File: src/rtl/wvb_overflow_mgr.sv
// Multi-channel waveform buffer occupancy and overflow manager.
// Each channel tracks the read side's last-read address and derives the words
// in use, a combinational overflow flag, a hysteretic almost-full flag and a
// set of clearable overflow statistics. Channels are fully independent apart
// from the any_overflow reduction.
module wvb_overflow_mgr #(
   parameter int P_N_CHAN      = 1,
   parameter int P_ADR_WIDTH   = 12,
   parameter int P_WUSED_WIDTH = 16,
   parameter int P_CNT_WIDTH   = 16
) (
   input  logic                               clk,
   input  logic                               rst,
   input  logic [P_N_CHAN*P_ADR_WIDTH-1:0]    wvb_wr_addr,
   input  logic [P_N_CHAN-1:0]                wvb_rddone,
   input  logic [P_N_CHAN*P_ADR_WIDTH-1:0]    rd_stop_addr,
   input  logic [P_N_CHAN-1:0]                hdr_full,
   input  logic [P_WUSED_WIDTH-1:0]           cfg_thresh_hi,
   input  logic [P_WUSED_WIDTH-1:0]           cfg_thresh_lo,
   input  logic [P_N_CHAN-1:0]                stat_clr,
   output logic [P_N_CHAN-1:0]                overflow,
   output logic                               any_overflow,
   output logic [P_N_CHAN-1:0]                almost_full,
   output logic [P_N_CHAN*P_WUSED_WIDTH-1:0]  wvb_wused,
   output logic [P_N_CHAN-1:0]                ovf_sticky,
   output logic [P_N_CHAN*P_CNT_WIDTH-1:0]    ovf_cnt,
   output logic [P_N_CHAN*P_WUSED_WIDTH-1:0]  wused_peak
);

   typedef enum logic {
      ST_NORMAL = 1'b0,
      ST_HIGH   = 1'b1
   } af_state_t;

   assign any_overflow = |overflow;

   genvar gi;
   generate
      for (gi = 0; gi < P_N_CHAN; gi++) begin : g_chan
         logic [P_ADR_WIDTH-1:0]   wr_addr;
         logic [P_ADR_WIDTH-1:0]   stop_addr;
         logic [P_ADR_WIDTH-1:0]   last_rd_q;
         logic [P_ADR_WIDTH-1:0]   last_rd_d;
         logic [P_ADR_WIDTH-1:0]   next_rd;
         logic [P_ADR_WIDTH-1:0]   wused_adr;
         logic [P_WUSED_WIDTH-1:0] wused;
         logic                     ovf;
         logic                     ovf_prev_q;
         logic                     ovf_rise;
         logic                     sticky_q;
         logic                     sticky_d;
         logic [P_CNT_WIDTH-1:0]   cnt_q;
         logic [P_CNT_WIDTH-1:0]   cnt_d;
         logic [P_WUSED_WIDTH-1:0] peak_q;
         logic [P_WUSED_WIDTH-1:0] peak_d;
         af_state_t                af_state_q;
         af_state_t                af_state_d;

         assign wr_addr   = wvb_wr_addr[gi*P_ADR_WIDTH +: P_ADR_WIDTH];
         assign stop_addr = rd_stop_addr[gi*P_ADR_WIDTH +: P_ADR_WIDTH];

         // Occupancy uses modular subtraction so write-pointer wrap needs no special case.
         assign next_rd   = last_rd_q + 1'b1;
         assign wused_adr = wr_addr - next_rd;
         assign wused     = P_WUSED_WIDTH'(wused_adr);

         // Overflow is immediate: the writer has caught up with the last unread word.
         assign ovf      = hdr_full[gi] | (wr_addr == last_rd_q);
         assign ovf_rise = ovf & ~ovf_prev_q;

         assign overflow[gi]                                   = ovf;
         assign wvb_wused[gi*P_WUSED_WIDTH +: P_WUSED_WIDTH]   = wused;
         assign almost_full[gi]                                = (af_state_q == ST_HIGH);
         assign ovf_sticky[gi]                                 = sticky_q;
         assign ovf_cnt[gi*P_CNT_WIDTH +: P_CNT_WIDTH]         = cnt_q;
         assign wused_peak[gi*P_WUSED_WIDTH +: P_WUSED_WIDTH]  = peak_q;

         // Almost-full hysteresis: each state only evaluates its own exit threshold.
         always_comb begin
            af_state_d = af_state_q;
            case (af_state_q)
               ST_NORMAL: if (wused >= cfg_thresh_hi) af_state_d = ST_HIGH;
               ST_HIGH:   if (wused <= cfg_thresh_lo) af_state_d = ST_NORMAL;
               default:   af_state_d = ST_NORMAL;
            endcase
         end

         // Next-state for read pointer and statistics; a coinciding event beats stat_clr.
         always_comb begin
            last_rd_d = last_rd_q;
            if (wvb_rddone[gi]) last_rd_d = stop_addr;

            sticky_d = ovf | (sticky_q & ~stat_clr[gi]);

            cnt_d = cnt_q;
            if (stat_clr[gi]) begin
               cnt_d = ovf_rise ? P_CNT_WIDTH'(1) : '0;
            end else if (ovf_rise && (cnt_q != {P_CNT_WIDTH{1'b1}})) begin
               cnt_d = cnt_q + 1'b1;
            end

            peak_d = peak_q;
            if (stat_clr[gi] || (wused > peak_q)) peak_d = wused;
         end

         // Almost-full state register.
         always_ff @(posedge clk) begin
            if (rst) af_state_q <= ST_NORMAL;
            else     af_state_q <= af_state_d;
         end

         // Read pointer, overflow history and statistics registers.
         always_ff @(posedge clk) begin
            if (rst) begin
               last_rd_q  <= '1;
               ovf_prev_q <= 1'b0;
               sticky_q   <= 1'b0;
               cnt_q      <= '0;
               peak_q     <= '0;
            end else begin
               last_rd_q  <= last_rd_d;
               ovf_prev_q <= ovf;
               sticky_q   <= sticky_d;
               cnt_q      <= cnt_d;
               peak_q     <= peak_d;
            end
         end
      end
   endgenerate

endmodule

File: config.mk
export PLATFORM = sky130hd
export DESIGN_NAME = wvb_overflow_mgr
export DESIGN_NICKNAME = d
export VERILOG_FILES = /design/src/rtl/wvb_overflow_mgr.sv
export SDC_FILE = /design/constraint.sdc
export NUM_CORES = 1
export LEC_CHECK = 0
export CAP_MARGIN = 20
export CELL_PAD_IN_SITES_DETAIL_PLACEMENT = 1
export CELL_PAD_IN_SITES_GLOBAL_PLACEMENT = 2
export CORE_UTILIZATION = 28
export CTS_CLUSTER_DIAMETER = 50
export DETAILED_ROUTE_END_ITERATION = 12
export GPL_TIMING_DRIVEN = 1
export PLACE_DENSITY = 0.84
export SLEW_MARGIN = 15
export SYNTH_ARGS = -nofsm -noshare
export SYNTH_HDL_FRONTEND = slang
export SYNTH_SLANG_ARGS = --single-unit
File: constraint.sdc
create_clock -name clk -period 7.6 [get_ports clk]
set_clock_uncertainty 0.15 [all_clocks]
set_input_delay 2.28 -clock clk [delete_from_list [all_inputs] [get_ports clk]]
set_output_delay 2.28 -clock clk [all_outputs]
set_load 0.02 [all_outputs]
=== Word level (Yosys, flattened, before mapping) ===
Index checks and enable logic that the tools add are counted.

* Latch bits: 0
* Register bits: 43
* ROM bits: 0
* Memories kept: 0
* Bits of input ports: 61
* Logic and storage cells: 30
* RAM bits: 0
* Output and inout bits: 52

* Bitwise operators: 7
* $mul: 0
* Muxes and demuxes: 6
* Reduce and logical (&&, ||, !) cells: 3
* $lt $le $gt $ge: 3
* Eq/ne operators: 2
* Add/subtract/negate cells: 3
* Divide/modulo/power cells: 0
* Shifts and indexed selects: 0

{| class="wikitable"
|+ Operator list
! kind !! number
|-
| $mux 16 || 2
|-
| $add 16x1->16 const B || 1
|-
| $ge 12x16->1 || 1
|-
| $le 12x16->1 || 1
|-
| $ne 16x16->1 const B || 1
|-
| $add 12x1->12 const B || 1
|-
| $eq 12x12->1 || 1
|-
| $gt 12x12->1 || 1
|-
| $sub 12x12->12 || 1
|-
| $mux 1 || 3
|-
| $not 1->1 || 3
|-
| $and 1x1->1 || 2
|-
| $or 1x1->1 || 2
|-
| $pmux 1 s2 || 1
|-
| $reduce_bool 2->1 || 1
|-
| $logic_and 1x1->1 || 1
|-
| $logic_or 1x1->1 || 1
|}

=== Longest topological paths before layout ===
* Word-level depth: 6
* Gate-level depth with buffers: 15
* Depth with buffers taken out: 14

=== Worst setup path after synthesis ===
OpenSTA, ideal clock, no wires.

* Kind: input to output
* From: input port wvb_wr_addr[0]
* To: output port wvb_wused[8]
* Slack: 1.329 ns
* Required time: 5.170 ns
* Data arrival time: 3.841 ns
* Buffers on the path: 0
* Stages on the path: 6
* Cell sequence: ha_1 -> fa_1 -> a21oi_1 -> o22ai_1 -> o41ai_1 -> xnor2_1

* Cells in the longest elaborated chain, start to end: 1

{| class="wikitable"
|+ RTL lines
! item !! line !! RTL
|-
| from (decl) || 14 || <nowiki>input logic [P_N_CHAN*P_ADR_WIDTH-1:0] wvb_wr_addr,</nowiki>
|-
| $sub 12x12->12 || 64 || <nowiki>assign wused_adr = wr_addr - next_rd;</nowiki>
|-
| to (decl) || 24 || <nowiki>output logic [P_N_CHAN*P_WUSED_WIDTH-1:0] wvb_wused,</nowiki>
|}

Every way passes these cells.

=== Final worst setup path ===
* From: input port wvb_wr_addr[4]
* To: output port wvb_wused[11]

Same word-level chain as after synthesis.

==> summary.txt <==
Run status
  – Status: completed

Setup path
  – Worst Path Required: 5.17 ns
  – Worst-path fanout max: 6
  – Critical Path Sink Type: primary output
  – Crit start category: input pin
  – CP peak stage delay: 0.56 ns
  – Top Family by Delay on Critical Path: buffers and inverters
  – CP bufs+invs: 2
  – Reg2Reg Setup Slack: roughly 3.6 ns
  – Most used cell, CP: clkdlybuf4s50_1
  – Worst path slowest cell: clkdlybuf4s50_1
  – Setup CP Type: in -> out
  – Worst Path Arrival: 4.97 ns
  – CP cell instances: clkdlybuf4s50_1 > ha_1 > and4_4 > a21boi_0 > or3_1 > o221ai_1 > or2_2 > clkdlybuf4s50_1

Final layout
  – Share of cells above drive strength 1: 4.88%
  – Multi-input gate area: 2150 sq um
  – Utilization after layout: 40.5%
  – Synthesis-to-finish area growth: 40.3%
  – Diode count: 0
  – Final instance area: roughly 4600 sq um
  – Filler instances: ~1400
  – Sequential Area: between 800 and 900 sq um
  – Layout Nets: 621

Synthesis
  – Top cells by count, synth: 53 x inv_1, 48 x ha_1, 43 x dfxtp_1
  – Netlist Area Pre-Place: 3310 sq um
  – Post-synth EDFFs: 0
  – Syn_area_per_cell: 8.17 sq um
  – Area share of the largest cell type after synthesis: approximately a quarter
  – Main flop type after synthesis: dfxtp_1
  – Asr flop ratio synth: 0%
  – Synth Register Bits: 43
  – Synth cell types: 53
  – Largest cells by area after synthesis: dfxtp_1 26%, ha_1 18%, inv_1 6.0%
  – Largest area contributor in the netlist: dfxtp_1
  – Most numerous cell in the Yosys netlist: inv_1
  – Synth warnings: 0
  – Syn Inst Count: 405
  – Sequential element share of the synthesized area: 26.0%

Floorplanning
  – Die footprint: 12200 sq um
  – DIE HEIGHT: 111 um
  – Io pins: 113
  – Die Wd: about 110 um
  – Starting Density: 28.8%
  – Std-Cell Rows: 39
  – Core area: 11500 sq um

CTS
  – CTS H-tree lvls: 2
  – Clk_lat worst skew: 0.28 ns
  – CTS tree: yes
  – Post-CTS setup buffer count: 0
  – Root buf cell: clkbuf_16
  – Clk sink count: 43
  – Worst-path clk slew: about 0.06 ns
  – Clk buf depth: 2
  – CTS buffer count: 5
  – Cts repair resizes: 0
  – Hold Buf Count CTS: 0

Drt
  – Vias per cell: around 5
  – Via count: 3268
  – WL final: 10200 um
  – Initial DRC count: 64
  – DR pass1 iterations: 4
  – DRC viols: 0
  – Detail Route Antenna Nets: 0
  – DR WL/cell: 15.5 um

Global routing
  – Largest net degree at the start of global routing: 24
  – GRT Residual Overflow: 0
  – Total Routing Usage GR: between 10% and 20%
  – Global-route wire length before repair: 16900 um
  – Number of antenna violations at the first check in global routing: 0
  – Vias in the first global route: between 3000 and 4000

Job
  – Maxcap violations: 0

Min path
  – Hold WC Path Type: reg -> reg

Place
  – Final Wtd Congestion: 0.815
  – Dpl cell area: 4500 sq um
  – Hpwl dp: 8230 um
  – # port buffers: 104
  – Setup WS pre-CTS: 0.203 ns

STA
  – RSZ-0062 raised after global routing: false
  – Post-route setup TNS: 0 ns
  – Final Max Tran Viols: 0
  – F_max: 0.135 GHz
  – Worst Tran Pin Value: 0.789 ns
  – Final setup violation count: 0
  – Min Tclk post-route: 7.40 ns
  – Fin worst setup slack: 0.200 ns
  – Final Hold Vio Count: 0
  – Fin crit share: 97.4%
  – Slew HR: 47.2%

Pwr
  – Max VDD drop: 81.8 uV
  – Leak: 1.96 nW
  – Power Density: between 150 and 200 nW/um^2
through the flow:
step | hold slack, ns | total power (W) | cells
finish | 0.334 | 0.000894 | 655
global route | 0.351 | 0.000958 | 655
CTS | 0.340 | 0.000905 | 655
detailed placement | 0.326 | 0.000688 | 647
global placement | 0.318 | 0.000673 | 647
floorplan | 0.309 | 0.000512 | 412
where the power goes:
part	total, W	switching (W)	internal (W)	leakage, nW
sequential	0.000260	0.0000145	0.000245	0.354
combinational	0.000421	0.000228	0.000193	1.54
clock	0.000213	0.0000914	0.000121	0.0669
total	0.000894	0.000334	0.000560	1.96
sequential cells by signal (all words and copies together) (netlist names):
signal / count
g_chan.last_rd_q: 12
g_chan.ovf_prev_q: 1
ovf_cnt: 16
ovf_sticky: 1
almost_full: 1
wused_peak: 12
cell families (layout without fill, tap and decap cells):
kind of cell | Yosys count | count (layout) | share of synthesized area (%)
other cells | 1 | 8 | 0.113
compound gates | 96 | 96 | 20.2
buf+inv | 74 | 174 | 9.69
xor+xnor | 23 | 23 | 6.32
fa+ha+maj | 49 | 49 | 18.8
mux | 2 | 2 | 0.605
flops | 43 | 43 | 26.0
simple gates | 117 | 117 | 18.3
worst register-to-register path, cell delays in order, from the launching register on:
cell,delay (ns)
dfxtp_1,0.31
inv_1,0.05
ha_1,0.38
and4_4,0.27
a21boi_0,0.36
or3_1,0.20
o221ai_1,0.12
or2_2,0.38
ha_1,0.30
nand4_1,0.14
a211oi_1,0.10
o41ai_2,0.61
buf_4,0.29
nand3_1,0.09
a21oi_1,0.16
cells in the final DEF (no fill, tap or decap), types with 2 or more instances in the layout:
cell type | Yosys | final
a211oi_1 | 4 | 4
a21boi_0 | 2 | 2
a21o_1 | 11 | 11
a21oi_1 | 30 | 30
and2_1 | 2 | 2
and3_1 | 2 | 2
and4_1 | 2 | 2
and4_4 | 2 | 2
buf_4 | 9 | 9
clkbuf_16 | 0 | 5
clkdlybuf4s50_1 | 0 | 104
conb_1 | 1 | 8
dfxtp_1 | 43 | 43
ha_1 | 48 | 48
inv_1 | 53 | 53
mux2i_1 | 2 | 2
nand2_1 | 21 | 21
nand3_1 | 24 | 24
nand3b_1 | 3 | 3
nand4_1 | 11 | 11
nor2_1 | 24 | 24
nor2b_1 | 4 | 4
nor3_1 | 10 | 10
nor4_1 | 3 | 3
o2111ai_1 | 2 | 2
o211ai_1 | 14 | 14
o21a_1 | 2 | 2
o21ai_0 | 16 | 16
o22ai_1 | 2 | 2
or3_1 | 3 | 3
or4_1 | 2 | 2
xnor2_1 | 15 | 15
xor2_1 | 7 | 7
per-layer routing:
metal,GRT usage (%),part of all wire (%),up-vias
met5,0,0,-
met4,3.64,0.86,0
met3,2.57,4.1,6
met2,29.5,46,90
met1,21.5,49,1535
li1,-,-,1637
final timing paths:
kind,from,cells after the start,endpoint
worst max-delay path,wvb_wr_addr[4],8,wvb_wused[11]
worst max register to register,g_chan[0].last_rd_q[4],14,wused_peak[3]
worst min-delay path,g_chan[0].last_rd_q[10],2,g_chan[0].last_rd_q[10]
worst min register to register,g_chan[0].last_rd_q[10],2,g_chan[0].last_rd_q[10]
layout make-up:
cell class	count	share of cell area, %
multi-input combinational	295	46.4
timing repair buffer	113	23.9
sequential	43	18.5
inverter	53	4.29
tap	143	3.86
clock buffer	6	2.78
clock inverter	2	0.270
Power figures use the tool's default switching activity.
